<file path="src/rtl/jtcommando_pkg.sv">
// Shared types and constants for the Commando ROM download writer.
// FSM state encoding, PROM bank count/index width, FIFO depth and entry layout.
package jtcommando_pkg;

    typedef enum logic [1:0] {
        ST_IDLE,
        ST_REQ,
        ST_ACK
    } prog_st_t;

    localparam int PROM_CNT   = 6;
    localparam int PROM_IDX_W = 3;
    localparam int FIFO_DEPTH = 2;
    localparam int ENTRY_W    = 32;

    typedef struct packed {
        logic [21:0] addr;
        logic [7:0]  data;
        logic [1:0]  mask;
    } prog_entry_t;

endpackage

</file>
<file path="src/rtl/jtcommando_prog_fifo.sv">
// Two-entry buffer for pending SDRAM byte writes (addr+data+mask).
// Ports: clk, rst_n, push/din, pop/dout (head), full, empty.
module jtcommando_prog_fifo
    import jtcommando_pkg::*;
(
    input  logic               clk,
    input  logic               rst_n,
    input  logic               push,
    input  logic [ENTRY_W-1:0] din,
    input  logic               pop,
    output logic [ENTRY_W-1:0] dout,
    output logic               full,
    output logic               empty
);

    logic [ENTRY_W-1:0] mem [FIFO_DEPTH];
    logic               wr_ptr;
    logic               rd_ptr;
    logic [1:0]         cnt;
    logic               do_push;
    logic               do_pop;

    assign full    = cnt == 2'(FIFO_DEPTH);
    assign empty   = cnt == 2'd0;
    assign do_pop  = pop && !empty;
    // a pop frees the slot the push lands in, so full+pop still accepts
    assign do_push = push && (!full || do_pop);
    assign dout    = mem[rd_ptr];

    always_ff @(posedge clk or negedge rst_n) begin
        if (!rst_n) begin
            wr_ptr <= 1'b0;
            rd_ptr <= 1'b0;
            cnt    <= 2'd0;
            mem[0] <= '0;
            mem[1] <= '0;
        end else begin
            if (do_push) begin
                mem[wr_ptr] <= din;
                wr_ptr      <= ~wr_ptr;
            end
            if (do_pop) begin
                rd_ptr <= ~rd_ptr;
            end
            case ({do_push, do_pop})
                2'b10:   cnt <= cnt + 2'd1;
                2'b01:   cnt <= cnt - 2'd1;
                default: cnt <= cnt;
            endcase
        end
    end

endmodule

</file>
<file path="src/rtl/jtcommando_prog_wr.sv">
// ROM download writer: splits the ioctl byte stream into SDRAM writes
// (buffered, ack handshake) and PROM loader strobes.
// Ports: clk, rst_n, downloading, ioctl_addr/data/wr (byte stream in),
// prog_addr/data/mask/we + prog_ack (SDRAM), prom_we/addr/din (PROM),
// busy, ovf (sticky drop flag).
// Macro JTCOMMANDO_PROM_EN enables the PROM path; otherwise every byte
// goes to SDRAM and the PROM outputs are tied low.
module jtcommando_prog_wr
    import jtcommando_pkg::*;
#(
    parameter logic [21:0] PROM_START   = 22'h3_C000,
    parameter logic [21:0] SDRAM_OFFSET = 22'h0
)(
    input  logic                clk,
    input  logic                rst_n,
    input  logic                downloading,
    input  logic [21:0]         ioctl_addr,
    input  logic [7:0]          ioctl_data,
    input  logic                ioctl_wr,
    output logic [21:0]         prog_addr,
    output logic [7:0]          prog_data,
    output logic [1:0]          prog_mask,
    output logic                prog_we,
    input  logic                prog_ack,
    output logic [PROM_CNT-1:0] prom_we,
    output logic [7:0]          prom_addr,
    output logic [3:0]          prom_din,
    output logic                busy,
    output logic                ovf
);

    prog_st_t    st;
    prog_entry_t new_e;
    prog_entry_t head_e;
    logic        wr_ok;
    logic        sdram_hit;
    logic        fifo_push;
    logic        fifo_pop;
    logic        fifo_full;
    logic        fifo_empty;
    logic        dl_q;

    assign wr_ok = downloading && ioctl_wr;

`ifdef JTCOMMANDO_PROM_EN
    logic [10:0]           prom_off;
    logic [PROM_IDX_W-1:0] prom_idx;

    assign sdram_hit = ioctl_addr < PROM_START;
    assign prom_off  = 11'(ioctl_addr - PROM_START);
    assign prom_idx  = prom_off[10:8];

    always_ff @(posedge clk or negedge rst_n) begin
        if (!rst_n) begin
            prom_we   <= '0;
            prom_addr <= 8'd0;
            prom_din  <= 4'd0;
        end else begin
            prom_we <= '0;
            // banks 6 and 7 do not exist: dropped without a flag
            if (wr_ok && !sdram_hit &&
                prom_idx < PROM_IDX_W'(PROM_CNT)) begin
                prom_we   <= PROM_CNT'(1) << prom_idx;
                prom_addr <= prom_off[7:0];
                prom_din  <= ioctl_data[3:0];
            end
        end
    end
`else
    assign sdram_hit = 1'b1;
    assign prom_we   = '0;
    assign prom_addr = 8'd0;
    assign prom_din  = 4'd0;
`endif

    assign new_e.addr = (ioctl_addr >> 1) + SDRAM_OFFSET;
    assign new_e.data = ioctl_data;
    assign new_e.mask = {~ioctl_addr[0], ioctl_addr[0]};

    assign fifo_push = wr_ok && sdram_hit;
    assign fifo_pop  = (st == ST_REQ) && prog_ack;

    jtcommando_prog_fifo u_fifo (
        .clk   (clk),
        .rst_n (rst_n),
        .push  (fifo_push),
        .din   (new_e),
        .pop   (fifo_pop),
        .dout  (head_e),
        .full  (fifo_full),
        .empty (fifo_empty)
    );

    assign busy = !fifo_empty || (st != ST_IDLE);

    always_ff @(posedge clk or negedge rst_n) begin
        if (!rst_n) begin
            dl_q <= 1'b0;
            ovf  <= 1'b0;
        end else begin
            dl_q <= downloading;
            if (downloading && !dl_q) begin
                ovf <= 1'b0;
            end
            if (fifo_push && fifo_full && !fifo_pop) begin
                ovf <= 1'b1;
            end
        end
    end

    always_ff @(posedge clk or negedge rst_n) begin
        if (!rst_n) begin
            st        <= ST_IDLE;
            prog_we   <= 1'b0;
            prog_addr <= 22'd0;
            prog_data <= 8'd0;
            prog_mask <= 2'b11;
        end else begin
            unique case (st)
                ST_IDLE: begin
                    if (!fifo_empty) begin
                        prog_addr <= head_e.addr;
                        prog_data <= head_e.data;
                        prog_mask <= head_e.mask;
                        prog_we   <= 1'b1;
                        st        <= ST_REQ;
                    end
                end
                ST_REQ: begin
                    if (prog_ack) begin
                        prog_we <= 1'b0;
                        st      <= ST_ACK;
                    end
                end
                ST_ACK: begin
                    st <= ST_IDLE;
                end
                default: begin
                    st <= ST_IDLE;
                end
            endcase
        end
    end

endmodule

</file>
<file path="config.mk">
export PLATFORM = sky130hd
export DESIGN_NAME = jtcommando_prog_wr
export DESIGN_NICKNAME = d
export VERILOG_FILES = /design/src/rtl/jtcommando_pkg.sv /design/src/rtl/jtcommando_prog_fifo.sv /design/src/rtl/jtcommando_prog_wr.sv
export SDC_FILE = /design/constraint.sdc
export NUM_CORES = 1
export LEC_CHECK = 0
export BUFFER_PORTS_ARGS = -buffer_cell sky130_fd_sc_hd__buf_4
export CAP_MARGIN = 15
export CORE_MARGIN = 2
export CORE_UTILIZATION = 45
export CTS_CLUSTER_SIZE = 24
export DETAILED_ROUTE_END_ITERATION = 6
export PLACE_DENSITY = 0.67
export SETUP_SLACK_MARGIN = 0.3
export SLEW_MARGIN = 20
export SYNTH_ARGS = -nofsm -noshare
export SYNTH_HDL_FRONTEND = slang
export SYNTH_SLANG_ARGS = --single-unit
</file>
<file path="constraint.sdc">
create_clock -name clk -period 2.9 [get_ports clk]
set_input_delay 0.145 -clock clk [delete_from_list [all_inputs] [get_ports clk]]
set_output_delay 0.145 -clock clk [all_outputs]
set_load 0.005 [all_outputs]
</file>
# Word-level counts from Yosys, hierarchy flattened
# Cells that the tools add are included.
# totals
ff_bits,105
input_bits,35
output_inout_bits,53
elab_cells,67
# op_classes
n_addsub,2
n_lt_le_gt_ge,3
n_eq_ne,6
muxes,15
bitwise_logic,6
reduce_logical,23
# ops
operator,n
32-bit 2-to-1 mux,4
64-bit bitwise mux,1
32-bit demux with 1-bit select,1
1-bit logical AND,8
2-bit case mux with 2 select lines,2
2-bit nonzero test,4
"2-bit by 1-bit == test with 1-bit output, second input constant",2
"2-bit == test, second input constant",2
"2-bit greater-or-equal comparator, second input constant",2
1-bit zero test,4
2-bit zero test,2
1-bit 2-to-1 mux,4
2-bit 2-to-1 mux,2
"2-bit inequality test, second input constant",2
1-bit inverter,4
1-bit inverter with 2-bit output,2
2-bit AND reduction,2
3-bit AND reduction,1
"2-bit by 1-bit adder with 2-bit output, second input constant",1
1-bit logical OR,2
"2-bit by 1-bit less-than comparator with 1-bit output, second input constant",1
1-bit case mux with 2 select lines,1
"2-bit by 1-bit subtractor with 2-bit output, second input constant",1

# Longest topological paths before layout
# Gate-level depths: netlist of run 1.
# depth
depth_word,7
ltp_mapped,8

# By module
# From an unflattened synthesis of run 1, not the netlist that was laid out.
# unflattened
cells_unflattened,294
hier_area_um2,4596.9
# modules_own_cells
mod,n_inst,cells_per_inst,area_each_um2,seq_area_each_um2
jtcommando_prog_fifo,1,189,3037.9,1701.6
jtcommando_prog_wr,1,105,1559.0,928.4

# Worst setup path before layout of run 1
# Ideal clock, no wire load.
# synth_timing
path_type,register -> register
startpoint,reg st[1]
endpoint,reg u_fifo.mem[54] (netlist bit)
arrival_time_ns,1.377
required_time_ns,2.775
setup_slack_ns,1.398
stages_incl_launch_ff,5
path_buffers,1
path_cell_list,dfrtp_1 -> nand3b_4 -> a211oi_4 -> buf_6 -> mux2_2
# synth_via
elab_chain_len,5
# synth_rtl
element,line,text
start: declaration,jtcommando_prog_wr.sv:32,prog_st_t st;
start signal: assignment,jtcommando_prog_wr.sv:113,st <= ST_IDLE;
start signal: assignment,jtcommando_prog_wr.sv:126,st <= ST_REQ;
start signal: assignment,jtcommando_prog_wr.sv:132,st <= ST_ACK;
2-bit by 1-bit == test with 1-bit output,jtcommando_prog_wr.sv:81,assign fifo_pop = (st == ST_REQ) && prog_ack;
1-bit logical AND,jtcommando_prog_wr.sv:81,
1-bit logical AND,jtcommando_prog_fifo.sv:25,assign do_pop = pop && !empty;
1-bit logical OR,jtcommando_prog_fifo.sv:27,assign do_push = push && (!full || do_pop);
1-bit logical AND,jtcommando_prog_fifo.sv:27,
end signal: indexed assignment,jtcommando_prog_fifo.sv:39,mem[wr_ptr] <= din;
end: declaration,jtcommando_prog_fifo.sv:16,logic [ENTRY_W-1:0] mem [FIFO_DEPTH];
# Every way passes these cells.
# A chain may end at the register's enable or synchronous reset.

# Final worst setup path of run 1
# layout_timing
startpoint,reg u_fifo.cnt[0]
endpoint,reg u_fifo.mem[41] (netlist bit)
# layout_via
elab_chain_len,5
# layout_rtl
element,line,text
start: declaration,jtcommando_prog_fifo.sv:19,logic [1:0] cnt;
start signal: assignment,jtcommando_prog_fifo.sv:46,2'b10: cnt <= cnt + 2'd1;
start signal: assignment,jtcommando_prog_fifo.sv:47,2'b01: cnt <= cnt - 2'd1;
start signal: assignment,jtcommando_prog_fifo.sv:48,default: cnt <= cnt;
2-bit zero test,jtcommando_prog_fifo.sv:24,assign empty = cnt == 2'd0;
1-bit zero test,jtcommando_prog_fifo.sv:25,
1-bit logical AND,jtcommando_prog_fifo.sv:25,
1-bit logical OR *,jtcommando_prog_fifo.sv:27,
1-bit logical AND *,jtcommando_prog_fifo.sv:27,
# Every way passes the cells marked *; elsewhere a longest branch is shown, timed or not.

==> results.json, run 1 <==
{
  "run_status": "complete, no violations",
  "critical_path_peak_fanout": 31,
  "grt.overflow.total": 0,
  "synth.yosys.warnings": 0,
  "sequential_element_share_of_the_synthesized_area_pct": 58.0,
  "track_usage_pct": 15.5,
  "synth_top_area_cell": "sky130_fd_sc_hd__dfrtp_1",
  "post_layout_nonfiller_instances": 505,
  "layout-drive-gt1-share_pct": 57.5,
  "stages_on_the_worst_setup_path": 4,
  "number_of_buffers_added_by_the_clock_tree_synthesis_step": 9,
  "hold-path-cell-count": 2,
  "worstSkewPairLatency_ns": 0.36,
  "largest_net_degree_at_the_start_of_global_routing": 56,
  "die_outline_area_sq_um": 10600,
  "clock_sink_count": 102,
  "synthDominantCellAreaShare_pct": 56.9,
  "clock_skew_ns": 0.0158,
  "syn-mean-instance-area_sq_um": 15.1,
  "area_growth_pct": 19.0,
  "drt-initial-drc-count": 50,
  "crit_slowest_cell": "sky130_fd_sc_hd__dfrtp_1",
  "cts_tree": "done",
  "design.final.nets": 403,
  "grt_pass1_wl_um": 12500,
  "gpl_congestion": 0.698,
  "worst_ir_drop_vdd_v": 0.000620,
  "antenna_cells_inserted": 0,
  "dpl.hpwl_um": 4900,
  "die_y_um": 103,
  "die_width_um": 103,
  "timing_worst_slew_pin_value_ns": 0.820,
  "post-place-cells": 482,
  "routed_wire_length_per_instance_um": 15.2,
  "coreArea_sq_um": 9640,
  "routed_wirelength_um": 7670,
  "setup.worst_path.class": "reg2reg",
  "placementRows": 36,
  "p_leak_nw": 2.36,
  "critical-path-max-stage-delay_ns": 0.53,
  "final-max-slew-violation-count": 0,
  "synth.distinct_cells": 25,
  "syn-instance-count": 292,
  "vias": 2427,
  "r2r.worst_path.cells": 4,
  "setup.worst_path.start_class": "flip-flop",
  "htree_levels": 3,
  "cp_data_required_time_ns": 3.14,
  "clock_transition_at_the_registers_of_the_reported_paths_ns": 0.11,
  "first_global_vias": 2506,
  "finalWorstPathRequiredPeriod_ns": 1.83,
  "cts-resized-gates": 0,
  "ctsLongestPathBuffers": 2,
  "filler_cell_count": 845,
  "timing.final.hold_violations": 0,
  "numPortBuffers": 68,
  "yosys_register_bits": 102,
  "critical_path.top_delay_family": "flip-flops",
  "timing.max_slew.rel_slack_pct": 45.4,
  "netlist_area_sq_um": 4400,
  "setup.worst_path.end_class": "flip-flop",
  "detail-route-antenna-nets": 0,
  "design.portCount": 88,
  "initial_core_utilization_pct": 45.7,
  "clk_root_buffer_cell": "sky130_fd_sc_hd__clkbuf_8",
  "timing.fmax_mhz": 545,
  "grt_setup_unrepaired": "false",
  "post_cts_hold_buffer_count": 7,
  "finalSetupViolCount": 0,
  "firstDrtPassIters": 3,
  "fin_crit_sh_pct": 63.2,
  "post_drt_via_cell_ratio": 4.81,
  "post_cts_setup_repair_buffer_count": 0,
  "power.density_cell_area_nw_per_um2": 1090,
  "drt_drc_violations_left": 0,
  "cap_violations": 0,
  "timing.critical_path.cells": "nor2b_4 > a211oi_4 > buf_4 > mux2_2",
  "synth.top_cells.by_area": "sky130_fd_sc_hd__dfrtp_1 (57%), sky130_fd_sc_hd__mux2_2 (30%), sky130_fd_sc_hd__buf_4 (3.9%)",
  "setup_tns_ns": 0,
  "critical_path_buf_inv_count": 1,
  "worst_hold_path_type": "in2reg",
  "antenna_found_initial": 0,
  "arrival_ns": 2.07
}
==> layout by cell type, fill, tap and decap left out, drive strengths merged, types with 2 or more instances in the layout <==
cell / n
mux2: 121
dfrtp: 100
buf: 72
conb: 19
clkbuf: 9
inv: 9
dlygate4sd3: 7
nand2: 6
o21ai: 5
nor2: 4
xor2: 3
mux2i: 2
xnor2: 2
dfstp: 2
a21oi: 2
==> flip-flops by register name (all words and copies together), names as in the netlist <==
register / cells
prog_we: 1
ovf: 1
u_fifo.cnt: 2
u_fifo.rd_ptr: 1
prog_addr: 21
u_fifo.wr_ptr: 1
st: 2
u_fifo.mem: 62
dl_q: 1
prog_data: 8
prog_mask: 2
==> power by group <==
| group | internal, mW | switching [mW] |
|---|---|---|
| Sequential | 2.16 | 0.477 |
| Clock | 0.410 | 0.495 |
| Combinational | 1.44 | 0.721 |
| Total | 4.02 | 1.69 |
==> through the flow <==
stage / worst slack [ns] / hold WS, ns / area (sq um) / power, mW / utilization [%]
global route: 0.937 / 0.000360 / 5240 / 6.14 / 54.3
detailed placement: 1.07 / 0.207 / 4960 / 4.87 / 51.5
global placement: 1.08 / 0.198 / 4960 / 4.80 / 51.5
finish: 1.07 / 0.0164 / 5240 / 5.71 / 54.3
floorplan: 1.40 / -0.151 / 4470 / 4.13 / -
CTS: 1.04 / 0.000236 / 5240 / 5.81 / 54.3
==> final cells by class <==
cell class                 instances  area, sq um  share of cell area, %
inverter                           5         18.8                  0.358
timing repair buffer              79          623                   11.9
sequential                       102         2560                   48.8
clock inverter                     7         77.6                   1.48
multi-input combinational        170         1670                   31.9
clock buffer                       9          124                   2.37
tap                              133          166                   3.18
==> logic make-up after synthesis <==
group | after synthesis | synth area share (%)
simple gates | 14 | 1.88
flops | 102 | 58.0
other cells | 1 | 0.0852
buf+inv | 38 | 5.88
xor+xnor | 5 | 0.995
fa+ha+maj | 1 | 0.284
compound gates | 8 | 1.42
mux | 123 | 31.4
==> path summary, 6_finish.rpt <==
kind                                       startpoint                          to  slack (ns)
max                         u_fifo.cnt[0]$_DFFE_PN0P_  u_fifo.mem[41]$_DFFE_PN0P_        1.07
min in group asynchronous                       rst_n   u_fifo.mem[7]$_DFFE_PN0P_        0.34
min                                     ioctl_data[1]  u_fifo.mem[35]$_DFFE_PN0P_        0.02
min reg2reg                u_fifo.mem[18]$_DFFE_PN0P_  u_fifo.mem[18]$_DFFE_PN0P_        0.49
max in group asynchronous                       rst_n    prog_mask[1]$_DFFE_PN1P_        1.80
max reg2reg                 u_fifo.cnt[0]$_DFFE_PN0P_  u_fifo.mem[41]$_DFFE_PN0P_        1.07
==> per-layer routing <==
layer  track usage (%)  vias up  wire, um
li1                  -     1123         -
met1              20.7     1237      3590
met2              24.9       63      3650
met3              5.08        4       386
met4              3.64        0        48
met5                 0        -         0
==> synth_stat cells <==
cell type,n
sky130_fd_sc_hd__nand2b_1,1
sky130_fd_sc_hd__a21oi_1,1
sky130_fd_sc_hd__buf_2,6
sky130_fd_sc_hd__a21oi_2,1
sky130_fd_sc_hd__xnor2_1,2
sky130_fd_sc_hd__mux2_2,118
sky130_fd_sc_hd__o21ai_2,1
sky130_fd_sc_hd__dfrtp_1,100
sky130_fd_sc_hd__ha_1,1
sky130_fd_sc_hd__nand2_1,6
sky130_fd_sc_hd__o21ai_0,4
sky130_fd_sc_hd__buf_4,23
sky130_fd_sc_hd__nand3_1,1
sky130_fd_sc_hd__xor2_1,3
sky130_fd_sc_hd__a211oi_4,1
sky130_fd_sc_hd__mux2i_1,2
sky130_fd_sc_hd__inv_1,5
sky130_fd_sc_hd__buf_6,3
sky130_fd_sc_hd__dfstp_2,2
sky130_fd_sc_hd__nand3b_4,1
sky130_fd_sc_hd__conb_1,1
sky130_fd_sc_hd__clkbuf_1,1
sky130_fd_sc_hd__mux2_1,3
sky130_fd_sc_hd__nor2_1,4
sky130_fd_sc_hd__nor2b_4,1
(Power assumes the default switching activity.)
==> run 2: changes to the inputs <==
--- a/config.mk
+++ b/config.mk
@@ -5,13 +5,14 @@
 export SDC_FILE = /design/constraint.sdc
 export NUM_CORES = 1
 export LEC_CHECK = 0
+export ABC_AREA = 1
 export BUFFER_PORTS_ARGS = -buffer_cell sky130_fd_sc_hd__buf_4
 export CAP_MARGIN = 15
 export CORE_MARGIN = 2
 export CORE_UTILIZATION = 45
 export CTS_CLUSTER_SIZE = 24
 export DETAILED_ROUTE_END_ITERATION = 6
-export PLACE_DENSITY = 0.67
+export PLACE_DENSITY = 0.69
 export SETUP_SLACK_MARGIN = 0.3
 export SLEW_MARGIN = 20
 export SYNTH_ARGS = -nofsm -noshare
==> constraint.sdc (replaced) <==
create_clock -name clk -period 1.5 [get_ports clk]
set_input_delay 0.075 -clock clk [delete_from_list [all_inputs] [get_ports clk]]
set_output_delay 0.075 -clock clk [all_outputs]
set_load 0.005 [all_outputs]
==> results.json, run 2 <==
{
  "firstDrtPassIters": 4,
  "synthArstFlopShare_pct": 100,
  "synth-adder-area-share_pct": 0.266,
  "grt_pass1_wl_um": 18900,
  "synthSimpleGateAreaFrac_pct": 30.2,
  "grt_util_met1_pct": 27.8,
  "run_status": "complete, no violations",
  "timing.max_slew.rel_slack_pct": 63.7,
  "timing.final.hold_violations": 0,
  "timing.fmax_mhz": 677,
  "design.final.nets": 721,
  "critical_path_peak_fanout": 9,
  "mostFrequentLayoutCell": "sky130_fd_sc_hd__nand2_1",
  "htree_levels": 3,
  "synth-compound-area-share_pct": 3.72,
  "r2r.worst_path.cells": 8,
  "finalSetupViolCount": 0,
  "netlist_top_cells_count": "sky130_fd_sc_hd__nand2_1 (257), sky130_fd_sc_hd__dfrtp_1 (100), sky130_fd_sc_hd__nand4_1 (62), sky130_fd_sc_hd__inv_1 (36), sky130_fd_sc_hd__o21ai_0 (32)",
  "dpl.hpwl_um": 6870,
  "hold_path_end": "ovf$_DFFE_PN0P_",
  "area_growth_pct": 37.4,
  "drt-initial-drc-count": 236,
  "largest_net_degree_at_the_start_of_global_routing": 103,
  "worst_hold_path_type": "in2reg",
  "netlist_area_sq_um": 4700,
  "reg2reg_from": "u_fifo.cnt[0]$_DFFE_PN0P_",
  "synth.top_cells.by_area": "sky130_fd_sc_hd__dfrtp_1 (53%), sky130_fd_sc_hd__nand2_1 (21%), sky130_fd_sc_hd__nand4_1 (8.2%)",
  "cts_tree": "done",
  "track_usage_pct": 21.1,
  "min_from": "downloading",
  "timing_worst_slew_pin_value_ns": 0.544,
  "synthDominantCellAreaShare_pct": 53.2,
  "clock_sink_count": 102,
  "total_non_filler_cell_area_in_the_finished_layout_sq_um": 6460,
  "syn-instance-count": 569,
  "layout_top_registers": "u_fifo.mem (62), prog_addr (21), prog_data (8)",
  "grt_setup_unrepaired": "true",
  "worst_ir_drop_vdd_v": 0.000790,
  "setup.worst_path.class": "reg2reg",
  "placed_area_sq_um": 5340,
  "timing.critical_path.cells": "nor2_4 > nand2_8 > buf_12 > buf_6 > nand3_4 > clkbuf_16 > nand2_2 > nand2_1",
  "yosysMostFrequentCell": "sky130_fd_sc_hd__nand2_1",
  "globalRoute.busiestLayer": "met2",
  "placementRows": 37,
  "syn-mean-instance-area_sq_um": 8.27,
  "crit_slowest_cell": "sky130_fd_sc_hd__dfrtp_2",
  "sequential_element_share_of_the_synthesized_area_pct": 54.3,
  "largest-register": "u_fifo.mem",
  "cp_data_required_time_ns": 1.82,
  "numPortBuffers": 68,
  "number_of_buffers_added_by_the_clock_tree_synthesis_step": 9,
  "coreArea_sq_um": 10200,
  "arrival_ns": 1.79,
  "post_synth_xor_area_fraction_pct": 0.559,
  "first_global_vias": 3890,
  "initial_core_utilization_pct": 46.0,
  "clock_skew_ns": 0.0134,
  "antenna_found_initial": 0,
  "drt_drc_violations_left": 0,
  "antenna_cells_inserted": 0,
  "yosys_register_bits": 102,
  "design.portCount": 88,
  "die_outline_area_sq_um": 11300,
  "clock_transition_at_the_registers_of_the_reported_paths_ns": 0.10,
  "setup.worst_path.end_class": "flip-flop",
  "synth-main-ff-cell": "sky130_fd_sc_hd__dfrtp_1",
  "final-max-slew-violation-count": 0,
  "fin_crit_sh_pct": 98.5,
  "detail-route-antenna-nets": 0,
  "ctsLongestPathBuffers": 2,
  "global_route.usage.met3_pct": 3.92,
  "ff2ff_setup_slack_ns": 0.02,
  "synth_edf_count": 0,
  "timing.rr.end": "u_fifo.mem[11]$_DFFE_PN0P_",
  "die_width_um": 106,
  "post_drt_via_cell_ratio": 4.99,
  "setup.worst_path.start_class": "flip-flop",
  "vias": 4123,
  "synth_top_area_cell": "sky130_fd_sc_hd__dfrtp_1",
  "globalRouteMet2Util_pct": 35.4,
  "finalWorstPathRequiredPeriod_ns": 1.48,
  "hold-path-cell-count": 4,
  "largest_reg_flops": 62,
  "synth.distinct_cells": 24,
  "clk_root_buffer_cell": "sky130_fd_sc_hd__clkbuf_8",
  "synth_top_family_by_area": "simple AND/OR/NAND/NOR gates",
  "worstSkewPairLatency_ns": 0.38,
  "yosys-mux-area-fraction_pct": 0,
  "grt.overflow.total": 0,
  "gpl_congestion": 0.769,
  "die_y_um": 106,
  "p_leak_nw": 3.36,
  "final_cell_mix": "sky130_fd_sc_hd__nand2_1 (205), sky130_fd_sc_hd__dfrtp_1 (98), sky130_fd_sc_hd__buf_4 (88), sky130_fd_sc_hd__nand4_1 (62), sky130_fd_sc_hd__nand2_2 (39)",
  "routed_wirelength_um": 12000,
  "critical-path-max-stage-delay_ns": 0.47,
  "fin_util_pct": 63.1,
  "cap_violations": 0,
  "synth.yosys.warnings": 0,
  "power.density_cell_area_nw_per_um2": 1990,
  "routed_wire_length_per_instance_um": 14.6,
  "layout-drive-gt1-share_pct": 29.0
}
-- run 2: cell count changes in the layout (fill, tap and decap cells not counted), sizes merged, moves of 2 or more --
cell and change:
nand2 +252, dlygate4sd3 +26, nand4 +62, inv +30, nand3 +2, o21ai +29, buf +38, clkbuf +6
mux2i -2, mux2 -121
-- run 2: cell families after synthesis --
family / Yosys count
AOI/OAI and AO/OA: 35
xor gates and xnor gates: 3
adders and majority gates: 1
buffers and inverters: 98
DFF: 102
other: 1
and+or+nand+nor: 329
-- run 2: routing by layer --
layer,vias to the layer above,part of all wire (%)
li1,2005,-
met1,1988,42
met2,107,52
met3,23,4.5
met4,0,1.9
met5,-,0
-- run 2: what timing repair did --
action	4_1_cts	5_1_grt
endpoints found under the hold margin	161	0
cloned	2	4
setup buffers	9	3
gates resized for setup	41	65
pin swaps	10	0
setup endpoints to repair	100	100
hold buffers	33	0
-- run 2: worst max-delay path: cells and delay by family (launching register included) --
kind          cells  cell delay, ns
flops             1            0.47
buf+inv           3            0.44
simple gates      5            0.49
-- run 2: per-stage QoR --
stage	hold WS (ns)	instances	worst slack, ns	TNS (ns)	power (mW)
6_report	0.0287	826	0.0226	0	12.8
5_1_grt	0.0884	826	-0.0431	-0.140	13.8
4_1_cts	0.00213	819	0.113	0	12.0
3_5_place_dp	0.187	759	0.0442	0	9.39
3_3_place_gp	0.181	759	0.0852	0	9.21
2_1_floorplan	-0.221	587	-0.00112	-0.00112	7.71
-- run 2: cell type report --
cell class / count / area, sq um
multi-input cells: 387 / 1980
fillers: 839 / 3770
repair buffers: 146 / 1420
clock buffers: 12 / 145
clock inverters: 4 / 32.5
flip-flops and latches: 102 / 2560
well taps: 136 / 170
inverters: 39 / 149
-- run 2: worst max path at each step --
stage | slack [ns] | endpoint | from
global route | -0.04 | u_fifo.cnt[1]$_DFFE_PN0P_ | st[1]$_DFFE_PN0P_
global placement | 0.09 | u_fifo.cnt[1]$_DFFE_PN0P_ | st[1]$_DFFE_PN0P_
detailed placement | 0.04 | u_fifo.cnt[1]$_DFFE_PN0P_ | st[1]$_DFFE_PN0P_
finish | 0.02 | u_fifo.mem[11]$_DFFE_PN0P_ | u_fifo.cnt[0]$_DFFE_PN0P_
CTS | 0.11 | u_fifo.cnt[1]$_DFFE_PN0P_ | u_fifo.cnt[1]$_DFFE_PN0P_
floorplan | -0.001 | u_fifo.cnt[1]$_DFFE_PN0P_ | st[1]$_DFFE_PN0P_
-- run 2: power breakdown --
part           switching, mW  internal (mW)
Sequential             0.854           3.99
Clock                  0.950          0.657
Combinational           3.36           3.00
==> run 3: changes to the inputs <==
==> constraint.sdc (replaced) <==
create_clock -name clk -period 1.5 [get_ports clk]
set_input_delay 0.075 -clock clk [delete_from_list [all_inputs] [get_ports clk]]
set_output_delay 0.075 -clock clk [all_outputs]
set_load 0.05 [all_outputs]
==> results.json, run 3 (same netlist as run 2, synthesis figures left out) <==
{
  "run_status": "complete, no violations",
  "critical_path.top_delay_family": "buffers and inverters",
  "final_cell_mix": "sky130_fd_sc_hd__nand2_1 (201), sky130_fd_sc_hd__dfrtp_1 (98), sky130_fd_sc_hd__buf_4 (91), sky130_fd_sc_hd__nand4_1 (62), sky130_fd_sc_hd__nand2_2 (37)",
  "timing.max_slew.rel_slack_pct": 63.9,
  "first_global_vias": 3931,
  "final-max-slew-violation-count": 0,
  "routed_wirelength_um": 11900,
  "m1_wl_um": 5030,
  "largest-register": "u_fifo.mem",
  "post-place-cells": 759,
  "setup.worst_path.end_class": "flip-flop",
  "r2r.worst_path.cells": 8,
  "setup.worst_path.class": "reg2reg",
  "reg2reg_from": "u_fifo.cnt[1]$_DFFE_PN0P_",
  "critical-path-max-stage-delay_ns": 0.43,
  "gpl_congestion": 0.769,
  "timing.critical_path.cells": "inv_2 > nor2_4 > nand2_4 > buf_4 > buf_4 > clkbuf_16 > nand4_1 > nand2_1",
  "placementRows": 37,
  "critical_path_buf_inv_count": 4,
  "vias": 4195,
  "layout_top_registers": "u_fifo.mem (62), prog_addr (21), prog_data (8)",
  "power.density_cell_area_nw_per_um2": 2240,
  "post_layout_nonfiller_instances": 829,
  "mostFrequentLayoutCell": "sky130_fd_sc_hd__nand2_1",
  "fin_crit_sh_pct": 96.6,
  "worstSkewPairLatency_ns": 0.38,
  "p_leak_nw": 3.43,
  "drt-initial-drc-count": 266,
  "layout-drive-gt1-share_pct": 29.9,
  "clock_skew_ns": 0.0137,
  "cap_violations": 0,
  "timing.fmax_mhz": 690,
  "drt_drc_violations_left": 0,
  "grt.overflow.total": 0,
  "coreArea_sq_um": 10200,
  "die_width_um": 106,
  "antenna_cells_inserted": 0,
  "clock_sink_count": 102,
  "area_growth_pct": 38.5,
  "post_drt_via_cell_ratio": 5.06,
  "design.portCount": 88,
  "largest_reg_flops": 62,
  "largest_net_degree_at_the_start_of_global_routing": 103,
  "firstDrtPassIters": 5,
  "clk_root_buffer_cell": "sky130_fd_sc_hd__clkbuf_8",
  "ff2ff_setup_slack_ns": 0.05,
  "design.final.nets": 724,
  "number_of_buffers_added_by_the_clock_tree_synthesis_step": 9,
  "worst_hold_path_type": "in2reg",
  "grt_pass1_wl_um": 19300,
  "routed_wire_length_per_instance_um": 14.4,
  "die_y_um": 106,
  "die_outline_area_sq_um": 11300,
  "arrival_ns": 1.72,
  "ctsLongestPathBuffers": 2,
  "worst_ir_drop_vdd_v": 0.00102,
  "grt_setup_unrepaired": "true",
  "min_from": "prog_ack",
  "detail-route-antenna-nets": 0,
  "met3_wirelength_um": 490,
  "hold-path-cell-count": 3,
  "initial_core_utilization_pct": 46.0,
  "dpl.hpwl_um": 6870,
  "crit_slowest_cell": "sky130_fd_sc_hd__dfrtp_1",
  "finalWorstPathRequiredPeriod_ns": 1.45,
  "timing.rr.end": "u_fifo.mem[12]$_DFFE_PN0P_",
  "critical_path_peak_fanout": 14,
  "top_layer_used": "met4",
  "timing.final.hold_violations": 0,
  "numPortBuffers": 68,
  "whs_ns": 0.0109,
  "routed-wl-met2_um": 6220,
  "htree_levels": 3,
  "antenna_found_initial": 0,
  "worst_path_most_repeated_cell": "sky130_fd_sc_hd__buf_4",
  "track_usage_pct": 21.7,
  "cp_data_required_time_ns": 1.77,
  "timing_worst_slew_pin_value_ns": 0.541,
  "clock_transition_at_the_registers_of_the_reported_paths_ns": 0.10,
  "cts_tree": "done",
  "setup.worst_path.start_class": "flip-flop",
  "finalSetupViolCount": 0,
  "hold_path_end": "st[1]$_DFFE_PN0P_",
  "total_power_mw": 14.6
}
run 3: layout make-up:
class / instances / area [sq um]
inverter: 39 / 159
sequential: 102 / 2560
fill: 829 / 3720
clock buffer: 12 / 145
timing repair buffer: 149 / 1440
clock inverter: 4 / 32.5
multi-input combinational: 387 / 2010
tap: 136 / 170
run 3: power by group:
part	total, mW	internal [mW]	switching, mW
registers	4.86	3.99	0.862
clock network	1.61	0.657	0.951
logic	8.14	3.26	4.88
run 3: how the worst max path moves through the flow:
| stage | startpoint | endpoint | slack (ns) | depth (start not counted) |
|---|---|---|---|---|
| global route | st[1]$_DFFE_PN0P_ | u_fifo.cnt[1]$_DFFE_PN0P_ | -0.004 | 8 |
| finish | u_fifo.cnt[1]$_DFFE_PN0P_ | u_fifo.mem[12]$_DFFE_PN0P_ | 0.05 | 8 |
| floorplan | st[1]$_DFFE_PN0P_ | u_fifo.cnt[1]$_DFFE_PN0P_ | -0.001 | 9 |
| detailed placement | st[1]$_DFFE_PN0P_ | u_fifo.cnt[1]$_DFFE_PN0P_ | 0.04 | 7 |
| CTS | u_fifo.cnt[1]$_DFFE_PN0P_ | u_fifo.cnt[1]$_DFFE_PN0P_ | 0.10 | 8 |
| global placement | st[1]$_DFFE_PN0P_ | u_fifo.cnt[1]$_DFFE_PN0P_ | 0.09 | 7 |
run 3: worst register-to-register path: stages (launching register included):
cell                        delay [ns]
sky130_fd_sc_hd__dfrtp_1          0.43
sky130_fd_sc_hd__inv_2            0.08
sky130_fd_sc_hd__nor2_4           0.13
sky130_fd_sc_hd__nand2_4          0.08
sky130_fd_sc_hd__buf_4            0.16
sky130_fd_sc_hd__buf_4            0.15
sky130_fd_sc_hd__clkbuf_16        0.17
sky130_fd_sc_hd__nand4_1          0.09
sky130_fd_sc_hd__nand2_1          0.08
run 3: timing repair:
item / 4_1_cts / 5_1_grt
pin swaps: 12 / 14
hold buffers: 33 / 0
setup endpoints to repair: 100 / 102
resized for setup: 54 / 66
gates cloned: 5 / 1
setup buffers: 9 / 6
hold endpoints to repair: 161 / 0
run 3: through the flow:
step	setup WS (ns)	TNS [ns]	util [%]	instance area [sq um]
floorplan	-0.00112	-0.00112	-	4790
global placement	0.0852	0	52.2	5340
detailed placement	0.0442	0	52.2	5340
CTS	0.105	0	60.7	6210
finish	0.0506	0	63.7	6510
global route	-0.00383	-0.00383	63.7	6510
run 3: metal layers:
| layer | global-route usage, % | vias to the layer above |
|---|---|---|
| met4 | 7.05 | 0 |
| met2 | 37.3 | 108 |
| met1 | 27.8 | 2063 |
| met5 | 0 | - |
| li1 | - | 2006 |
| met3 | 3.99 | 18 |
